[src/rtl/multi_acc_sat.sv]
// Multi-channel signed accumulator with wrap/saturate arithmetic and per-channel
// sticky overflow. Two-stage pipeline: operand capture, then accumulate + output.
module multi_acc_sat #(
    parameter int DATA_WIDTH = 8,
    parameter int ATTR_WIDTH = 4,
    parameter int CHANNELS   = 4,
    parameter int SIGN       = 0,
    parameter int OVERFLOW   = 1,
    localparam int CH_W      = $clog2(CHANNELS)
) (
    input  logic                  clk,
    input  logic                  rst,
    input  logic                  signal_load,
    input  logic                  signal_init,
    input  logic                  signal_neg,
    input  logic                  signal_sat,
    input  logic [CH_W-1:0]       chan_in,
    input  logic [DATA_WIDTH-1:0] data_in,
    input  logic [ATTR_WIDTH-1:0] attr_in,
    input  logic                  signal_oe,
    output logic [CH_W-1:0]       chan_out,
    output logic [DATA_WIDTH-1:0] data_out,
    output logic [ATTR_WIDTH-1:0] attr_out,
    output logic                  valid_out
);

    localparam logic [DATA_WIDTH-1:0] MAX_VAL = {1'b0, {(DATA_WIDTH-1){1'b1}}};
    localparam logic [DATA_WIDTH-1:0] MIN_VAL = {1'b1, {(DATA_WIDTH-1){1'b0}}};

    // Accumulator state
    logic [DATA_WIDTH-1:0] acc [CHANNELS];
    logic [CHANNELS-1:0]   sticky;

    // Stage 1 (operand capture)
    logic                  s1_valid;
    logic [CH_W-1:0]       s1_chan;
    logic                  s1_init;
    logic                  s1_sat;
    logic                  s1_neg_min;
    logic                  s1_seed;
    logic [DATA_WIDTH-1:0] s1_ext;

    logic                  chan_ok;
    assign chan_ok = ({1'b0, chan_in} < (CH_W+1)'(CHANNELS));

    always_ff @(posedge clk) begin
        if (rst) begin
            s1_valid   <= 1'b0;
            s1_chan    <= '0;
            s1_init    <= 1'b0;
            s1_sat     <= 1'b0;
            s1_neg_min <= 1'b0;
            s1_seed    <= 1'b0;
            s1_ext     <= '0;
        end else begin
            s1_valid   <= signal_load && chan_ok;
            s1_chan    <= chan_in;
            s1_init    <= signal_init;
            s1_sat     <= signal_sat;
            s1_neg_min <= signal_neg && (data_in == MIN_VAL);
            s1_seed    <= attr_in[OVERFLOW];
            s1_ext     <= signal_neg ? -data_in : data_in;
        end
    end

    // Stage 2 arithmetic; acc[] already holds any write from the previous cycle
    logic [DATA_WIDTH-1:0] acc_a;
    logic [DATA_WIDTH:0]   sum;
    logic                  ovf;
    logic [DATA_WIDTH-1:0] new_acc;
    logic                  new_sticky;
    logic [ATTR_WIDTH-1:0] new_attr;

    always_comb begin
        acc_a      = s1_init ? '0 : acc[s1_chan];
        sum        = {acc_a[DATA_WIDTH-1], acc_a} + {s1_ext[DATA_WIDTH-1], s1_ext};
        // Sign-extended sum disagreeing in its top two bits == same-sign operands flipped sign
        ovf        = (sum[DATA_WIDTH] != sum[DATA_WIDTH-1]) || s1_neg_min;
        new_acc    = sum[DATA_WIDTH-1:0];
        if (s1_sat && ovf) begin
            new_acc = (s1_neg_min || !s1_ext[DATA_WIDTH-1]) ? MAX_VAL : MIN_VAL;
        end
        new_sticky = s1_init ? (s1_seed | ovf) : (sticky[s1_chan] | ovf);
        new_attr           = '0;
        new_attr[SIGN]     = new_acc[DATA_WIDTH-1];
        new_attr[OVERFLOW] = new_sticky;
    end

    always_ff @(posedge clk) begin
        if (rst) begin
            for (int i = 0; i < CHANNELS; i++) begin
                acc[i] <= '0;
            end
            sticky <= '0;
        end else if (s1_valid) begin
            acc[s1_chan]    <= new_acc;
            sticky[s1_chan] <= new_sticky;
        end
    end

    // valid_out is a one-cycle strobe per accepted load with no back-pressure;
    // data/attr/chan are meaningful only while it is high and read as 0 when oe is low.
    always_ff @(posedge clk) begin
        if (rst) begin
            data_out  <= '0;
            attr_out  <= '0;
            chan_out  <= '0;
            valid_out <= 1'b0;
        end else if (!signal_oe) begin
            data_out  <= '0;
            attr_out  <= '0;
            chan_out  <= '0;
            valid_out <= 1'b0;
        end else if (s1_valid) begin
            data_out  <= new_acc;
            attr_out  <= new_attr;
            chan_out  <= s1_chan;
            valid_out <= 1'b1;
        end else begin
            valid_out <= 1'b0;
        end
    end

endmodule

[config.mk]
export PLATFORM = sky130hd
export DESIGN_NAME = multi_acc_sat
export DESIGN_NICKNAME = d
export VERILOG_FILES = /design/src/rtl/multi_acc_sat.sv
export SDC_FILE = /design/constraint.sdc
export NUM_CORES = 1
export LEC_CHECK = 0
export BUFFER_PORTS_ARGS = -buffer_cell sky130_fd_sc_hd__buf_2
export CORE_MARGIN = 2
export CORE_UTILIZATION = 35
export DETAILED_ROUTE_END_ITERATION = 8
export GPL_ROUTABILITY_DRIVEN = 0
export PLACE_DENSITY_LB_ADDON = 0.1
export SLEW_MARGIN = 40
export SYNTH_ARGS = -nofsm -noshare
export SYNTH_HDL_FRONTEND = slang
export SYNTH_SLANG_ARGS = --single-unit
[constraint.sdc]
create_clock -name clk -period 10.3 [get_ports clk]
set_input_delay 0.515 -clock clk [delete_from_list [all_inputs] [get_ports clk]]
set_output_delay 0.515 -clock clk [all_outputs]
set_load 0.005 [all_outputs]
==> results of run 1 <==
-- power groups by stage --
stage	Sequential (W)	Clock [W]	Combinational, W
3_3_place_gp	0.000290	0	0.0000960
4_1_cts	0.000285	0.000236	0.0000969
6_report	0.000284	0.000231	0.0000959
3_5_place_dp	0.000291	0	0.0000960
2_1_floorplan	0.000285	0	0.0000740
5_1_grt	0.000286	0.000248	0.000107
-- sequential cells by signal (all words and copies together) (netlist names) --
name,count
s1_chan,2
sticky,4
s1_valid,1
acc,32
s1_neg_min,1
s1_seed,1
attr_out,2
s1_ext,8
chan_out,2
data_out,7
s1_init,1
s1_sat,1
valid_out,1
-- layer usage --
metal / track usage, % / vias to the layer above / part of all wire [%]
li1: - / 1130 / -
met1: 21.8 / 1044 / 50
met2: 24.6 / 24 / 47
met3: 3.37 / 2 / 2.1
met4: 5.90 / 0 / 0.61
met5: 0 / - / 0
-- through the flow --
step | worst slack [ns] | instance area (µm²) | hold WS (ns)
after floorplan | 6.88 | 3210 | 0.432
after global placement | 6.23 | 3430 | 0.433
after detailed placement | 6.57 | 3440 | 0.440
after CTS | 6.56 | 3650 | 0.364
after global routing | 6.33 | 3650 | 0.365
final | 6.57 | 3650 | 0.381
-- worst max-delay path, cell delays in order, from the launching register on --
cell and delay (ns):
dfxtp_2 0.64, mux4_2 0.57, nor2b_1 0.16, ha_1 0.39, a211oi_2 0.35, o211a_1 0.29, or2_1 0.30, xnor2_4 0.17
a211oi_2 0.50, nor2_1 0.10
-- cell families (layout without fill, tap and decap cells) --
kind of cell    after synthesis  after routing  share of synthesized area (%)
flops                        63             63                           49.4
xor+xnor                     12             12                           4.45
fa+ha+maj                    10             10                           4.14
other cells                   1              2                          0.117
simple gates                113            113                           16.7
buf+inv                      26             60                           3.55
compound gates               61             61                           14.5
mux                          13             13                           7.23
-- how the worst max path moves through the flow --
stage,endpoint,cells after the start
2_1_floorplan,acc[0][2],12
3_3_place_gp,acc[0][5],9
3_5_place_dp,acc[0][4],9
4_1_cts,acc[0][4],9
5_1_grt,acc[1][5],9
6_report,acc[0][4],9
-- Yosys cell counts, types with 2 or more instances --
master	count	area, µm²
nand2_1	19	71.3
and2_1	2	12.5
mux4_2	8	180
o311ai_0	2	17.5
o211a_1	2	20.0
a21oi_1	8	40.0
nor3b_1	2	15.0
buf_1	2	7.51
xnor2_1	4	35.0
nor3_1	8	40.0
nand2b_1	5	31.3
xnor2_4	2	55.1
xor2_1	6	52.6
nor2b_1	19	119
o21ai_0	5	25.0
a211oi_1	4	30.0
inv_1	14	52.6
or3_1	3	18.8
clkbuf_1	5	18.8
o21ai_1	11	55.1
dfxtp_1	31	621
edfxtp_1	32	961
a21o_1	3	22.5
ha_1	9	113
nor2_1	49	184
o31ai_1	2	15.0
a211oi_2	6	75.1
or2_2	2	12.5
o21bai_1	3	22.5
buf_4	4	30.0
mux2i_1	4	40.0
o2bb2ai_1	3	26.3
-- final cells by class --
type / instances / area, µm² / area share [%]
inverter: 14 / 52.6 / 1.44
timing repair buffer: 30 / 150 / 4.11
clock inverter: 6 / 66.3 / 1.82
clock buffer: 10 / 149 / 4.08
multi-input combinational: 211 / 1520 / 41.5
tap: 108 / 135 / 3.70
sequential: 63 / 1580 / 43.4
==> results_dict.tcl, run 1 <==
set metrics [dict create \
    clockBufferDepth 2 \
    layout.nets 360 \
    diodes 0 \
    combinationalPowerShare_pct 15.7 \
    fp.dieH_um 99.7 \
    seqPwrFrac_pct 46.5 \
    stdcell_count 442 \
    finalHoldViolCount 0 \
    cts_resized 0 \
    ir_drop_uv 62.5 \
    reg2reg_depth 9 \
    yosysWarnings 0 \
    postCtsHoldBufs 0 \
    slew_headroom_pct 55.5 \
    dp_hpwl_um 5210 \
    reg2reg_to "acc[0][4]" \
    min_to "s1_init" \
    fillers 885 \
    ant_nets 0 \
    synthFlopType "edfxtp_1" \
    maxSlewViolCount 0 \
    internal_power_w 0.000441 \
    power.density_mw_per_mm2 167 \
    drt-total-wl_um 7170 \
    required_ns 10.37 \
    p_total_w 0.000611 \
    pin_count 36 \
    floorplan.initialDensity_pct 36.4 \
    vias 2200 \
    start_kind "flip-flop" \
    syn_area_mm2 0.00320 \
    switching_share_pct 27.7 \
    ys_types 52 \
    leakagePower_nw 1.43 \
    synth-seq-cells 63 \
    wl_per_cell_um 16.2 \
    seq_area_frac_synth_pct 49.4 \
    grt_start_max_net_pins 27 \
    area_growth_pct 14.0 \
    hold_path_class "in2reg" \
    dpl.cell_count 426 \
    drc_errors 0 \
    synth_edf_count 32 \
    drive_gt1_share_pct 21.0 \
    rsz0062_at_grt "no" \
    r2r_slack_ns 6.57 \
    fin_setup_tns_ns 0 \
    rows 34 \
    clockRootBuffer "clkbuf_8" \
    min_period_ns 3.73 \
    grt.total_usage_pct 15.8 \
    min-delay-start "signal_init" \
    cts_num_sinks 63 \
    antenna_found_initial 0 \
    r2r-start "s1_chan[0]" \
    cp_max_fo 17 \
    grt_pass1_wl_um 11800 \
    switching_power_w 0.000169 \
    netlist_instances 299 \
    cts_max_level 3 \
    finalCritPeriodShare_pct 36.3 \
    cts_tree "built" \
    async_flop_share_pct 0 \
    dr.pass1.iters 4 \
    grt_pass1_vias 2223 \
    die_w_um 99.7 \
    core-area_mm2 0.00881 \
    fmax_ghz 0.268 \
    drtIter0Drc 104 \
    final_util_pct 41.5 \
    arrival_ns 3.81 \
    final_common_cell "nor2_1" \
    finalSetupViolCount 0 \
    finClkSkew_ns 0.0100 \
    end_kind "flip-flop" \
    routed_via_density 4.98 \
    cap_violations 0 \
    numCtsBuffers 9 \
    port_buffers 30 \
    final_cell_mix "49 x nor2_1, 32 x edfxtp_1, 30 x dfxtp_1, 30 x buf_2" \
    crit_type "reg2reg" \
    worstMarginPinSlew_ns 0.663 \
    min_path_cells 2 \
    status "finished, final reports clean" \
    clk_latency_ns 0.34 \
    path_clk_slew_ns 0.08 \
    startpoint "s1_chan[0]" \
    syn_area_per_cell_um2 10.7 \
    grt_overflow_total 0 \
    dieArea_mm2 0.00993 \
    cts_setup_buffers 0 \
    clkPwrFrac_pct 37.8 \
]
No activity file was read; power rests on OpenSTA's default activity.
==> run 2, diff against run 1 <==
Clock period 10.3 ns to 3.5 ns, I/O delays scaled along.
==> results_dict.tcl, run 2 (synthesized netlist as in run 1, its figures left out) <==
set metrics [dict create \
    status "finished, final reports clean" \
    arrival_ns 3.28 \
    p_total_w 0.00196 \
    fmax_ghz 0.313 \
    finalHoldViolCount 0 \
    leakagePower_nw 1.61 \
    drive_gt1_share_pct 28.8 \
    reg_top3 "acc (32), s1_ext (8), data_out (7)" \
    r2r-start "s1_chan[0]" \
    postCtsHoldBufs 0 \
    start_kind "flip-flop" \
    grt.total_usage_pct 16.7 \
    drt-total-wl_um 7320 \
    routed_via_density 4.98 \
    largest_reg_flops 32 \
    end_kind "flip-flop" \
    cp_top_family "compound AO/OA/AOI/OAI gates" \
    slew_headroom_pct 63.1 \
    ir_drop_uv 317 \
    drtIter0Drc 58 \
    grt_pass1_vias 2490 \
    core-area_mm2 0.00881 \
    cap_violations 0 \
    hold_path_class "in2reg" \
    worstMarginPinSlew_ns 0.550 \
    regMostFlops "acc" \
    cp_max_fo 8 \
    crit_type "reg2reg" \
    dp_hpwl_um 5520 \
    layout.nets 394 \
    floorplan.initialDensity_pct 36.4 \
    port_buffers 30 \
    reg2reg_depth 12 \
    min-delay-start "chan_in[1]" \
    final_cell_mix "49 x nor2_1, 34 x buf_4, 32 x edfxtp_1" \
    power.density_mw_per_mm2 497 \
    min_path_cells 2 \
    die_w_um 99.7 \
    finClkSkew_ns 0.0130 \
    clockBufferDepth 2 \
    numCtsBuffers 9 \
    startpoint "s1_chan[0]" \
    crit_path_frequent_cell "buf_4" \
    cp_slowest_cell "mux4_2" \
    required_ns 3.59 \
    clk_latency_ns 0.34 \
    crit_chain "mux4_2, nor2b_1, ha_1, a211oi_2, buf_4, o21bai_1, o21bai_4, xnor2_4, buf_4, o21ai_1, buf_4, nor2_1" \
    rsz0062_at_grt "no" \
    vias 2372 \
    cp_slowest_stage_delay_ns 0.54 \
    wl_per_cell_um 15.4 \
    dieArea_mm2 0.00993 \
    area_growth_pct 23.0 \
    finalSetupViolCount 0 \
    ant_nets 0 \
    grt_overflow_total 0 \
    fp.dieH_um 99.7 \
    grt_pass1_wl_um 12700 \
    critPathBufInv 3 \
    final_common_cell "nor2_1" \
    clockRootBuffer "clkbuf_8" \
    cts_num_sinks 63 \
    cts_max_level 3 \
    path_clk_slew_ns 0.07 \
    antenna_found_initial 0 \
    grt_start_max_net_pins 27 \
    final_util_pct 44.7 \
    rows 34 \
    diodes 0 \
    maxSlewViolCount 0 \
    path_depth 12 \
    cts_tree "built" \
    dr.pass1.iters 4 \
    min_period_ns 3.19 \
    drc_errors 0 \
    fin_setup_tns_ns 0 \
    finalCritPeriodShare_pct 91.2 \
    pin_count 36 \
]
## run 2: path summary, 6_finish.rpt
| kind | to | slack [ns] |
|---|---|---|
| setup / recovery | acc[0][1] | 0.31 |
| hold / removal | s1_chan[1] | 0.04 |
| setup reg to reg | acc[0][1] | 0.31 |
| hold reg to reg | data_out[6] | 0.45 |
## run 2: cell type report
| cell class | count | area (µm²) |
|---|---|---|
| clock inverters | 7 | 121 |
| fillers | 836 | 4870 |
| repair buffers | 64 | 405 |
| clock buffers | 9 | 124 |
| flip-flops and latches | 63 | 1580 |
| inverters | 14 | 52.6 |
| well taps | 108 | 135 |
| multi-input cells | 211 | 1520 |
## run 2: report_power, final
group          total, W  internal (W)  switching (W)
Combinational  0.000349      0.000165       0.000184
Clock          0.000778      0.000475       0.000302
Sequential     0.000832      0.000812      0.0000197
## run 2: metrics by stage
step / hold WS, ns / cells / setup WS [ns] / cell area, µm²
floorplan: 0.303 / 300 / 0.0811 / 3210
global placement: 0.385 / 460 / 0.0836 / 3690
detailed placement: 0.391 / 460 / 0.0485 / 3690
global route: 0.0233 / 476 / 0.0476 / 3940
finish: 0.0435 / 476 / 0.307 / 3940
CTS: 0.0283 / 476 / 0.0377 / 3930
## run 2: timing repair
item	4_1_cts	5_1_grt
buffers inserted	0	0
resized for setup	0	3
endpoints found under the setup margin	0	43
hold endpoints to repair	0	0
## run 2: routing by layer
metal  vias up  share of wire, %  global-route usage, %
met2        40                47                   27.0
li1       1195                 -                      -
met5         -                 0                      0
met3         9               3.7                   3.94
met4         0               1.1                   5.58
met1      1128                48                   22.1
==> run 3, diff against run 2 <==
Settings changed: CORE_UTILIZATION 35 to 32.
==> results_dict.tcl, run 3 (synthesized netlist as in run 1, its figures left out) <==
set metrics [dict create \
    status "finished, final reports clean" \
    rsz0062_at_grt "no" \
    pin_count 36 \
    worstMarginPinSlew_ns 0.594 \
    ant_nets 0 \
    antenna_found_initial 0 \
    cts_max_level 3 \
    drive_gt1_share_pct 27.9 \
    regMostFlops "acc" \
    finalCritPeriodShare_pct 93.5 \
    routed_via_density 4.71 \
    grt.total_usage_pct 14.9 \
    reg2reg_depth 10 \
    dpl.cell_count 483 \
    drc_errors 0 \
    ir_drop_uv 181 \
    grt_pass1_vias 2361 \
    arrival_ns 3.39 \
    largest_reg_flops 32 \
    fin_setup_tns_ns 0 \
    vias 2348 \
    rows 36 \
    clockBufferDepth 2 \
    diodes 0 \
    stdcell_count 499 \
    finalHoldViolCount 0 \
    cp_slowest_cell "mux4_2" \
    slew_headroom_pct 60.4 \
    port_buffers 30 \
    fmax_ghz 0.306 \
    drtIter0Drc 63 \
    path_clk_slew_ns 0.08 \
    cts_tree "built" \
    clockRootBuffer "clkbuf_8" \
    critPathBufInv 1 \
    end_kind "flip-flop" \
    layout.nets 392 \
    r2r_slack_ns 0.23 \
    leakagePower_nw 1.59 \
    grt_overflow_total 0 \
    final_util_pct 40.4 \
    reg_top3 "acc (32), s1_ext (8), data_out (7)" \
    clk_latency_ns 0.35 \
    crit_type "reg2reg" \
    grt_pass1_wl_um 12400 \
    min_to "s1_chan[1]" \
    reg2reg_to "acc[0][2]" \
    required_ns 3.61 \
    fp.dieH_um 104 \
    finalSetupViolCount 0 \
    cap_violations 0 \
    cts_resized 0 \
    numCtsBuffers 9 \
    cp_slowest_stage_delay_ns 0.55 \
    dr.pass1.iters 4 \
    hold_path_class "in2reg" \
    cp_top_family "compound AO/OA/AOI/OAI gates" \
    dieArea_mm2 0.0108 \
    final_common_cell "nor2_1" \
    cp_max_fo 7 \
    finClkSkew_ns 0.0103 \
    cts_num_sinks 63 \
    cts_setup_buffers 0 \
    power.density_mw_per_mm2 483 \
    min-delay-start "chan_in[1]" \
    final_cell_mix "49 x nor2_1, 32 x edfxtp_1, 32 x buf_4" \
    start_kind "flip-flop" \
    core-area_mm2 0.00973 \
    min_path_cells 2 \
    floorplan.initialDensity_pct 32.9 \
    crit_path_frequent_cell "a211oi_2" \
    crit_chain "mux4_2, nor2b_1, ha_1, a211oi_2, o211a_1, or2_1, xnor2_4, a211oi_2, buf_4, nor2_1" \
    die_w_um 104 \
    grt_start_max_net_pins 27 \
    min_period_ns 3.27 \
    dp_hpwl_um 5740 \
    maxSlewViolCount 0 \
    postCtsHoldBufs 0 \
    area_growth_pct 22.6 \
    r2r-start "s1_chan[0]" \
    drt-total-wl_um 7650 \
    wl_per_cell_um 15.3 \
]
[run 3: changes by cell type in the layout (fill, tap and decap cells not counted), sizes merged]
cell,change
clkbuf,+1
buf,-2
bufinv,-2
clkinv,-1
inv,+2
[run 3: worst register-to-register path: stages (launching register included)]
cell	delay, ns
dfxtp_2	0.48
mux4_2	0.56
nor2b_1	0.17
ha_1	0.32
a211oi_2	0.31
o211a_1	0.25
or2_1	0.29
xnor2_4	0.18
a211oi_2	0.26
buf_4	0.18
nor2_1	0.05
[run 3: how the worst max path moves through the flow]
stage | from | to | slack, ns | cells after the start
2_1_floorplan | s1_chan[0] | acc[0][2] | 0.08 | 12
6_report | s1_chan[0] | acc[0][2] | 0.23 | 10
3_3_place_gp | s1_chan[0] | acc[0][4] | 0.07 | 10
3_5_place_dp | s1_chan[0] | acc[0][2] | 0.05 | 10
4_1_cts | s1_chan[0] | sticky[1] | 0.04 | 9
5_1_grt | s1_chan[0] | acc[0][4] | 0.04 | 10
[run 3: power by group]
| group | switching, W | internal (W) |
|---|---|---|
| registers | 0.0000208 | 0.000812 |
| logic | 0.000186 | 0.000167 |
| clock network | 0.000329 | 0.000381 |
| total | 0.000536 | 0.00136 |
[run 3: stage by stage]
step	instance area, µm²	total power [W]	hold slack [ns]	setup slack [ns]
finish	3930	0.00190	0.0317	0.227
CTS	3930	0.00192	0.0191	0.0381
global route	3930	0.00199	0.0276	0.0446
detailed placement	3700	0.00121	0.389	0.0479
floorplan	3210	0.00106	0.303	0.0811
global placement	3700	0.00120	0.384	0.0679
[run 3: routing by layer]
layer / global-route usage [%] / part of all wire (%) / routed length, µm
met3: 2.63 / 2.7 / 210
met2: 24.6 / 47 / 3570
met5: 0 / 0 / 0
met1: 19.4 / 49 / 3760
met4: 6.08 / 1.4 / 110
[run 3: cell type report]
cell class	instances	area, µm²
flip-flops and latches	63	1580
repair buffers	62	390
inverters	14	52.6
clock buffers	10	149
fillers	1009	5800
clock inverters	6	73.8
multi-input cells	211	1510
well taps	133	166
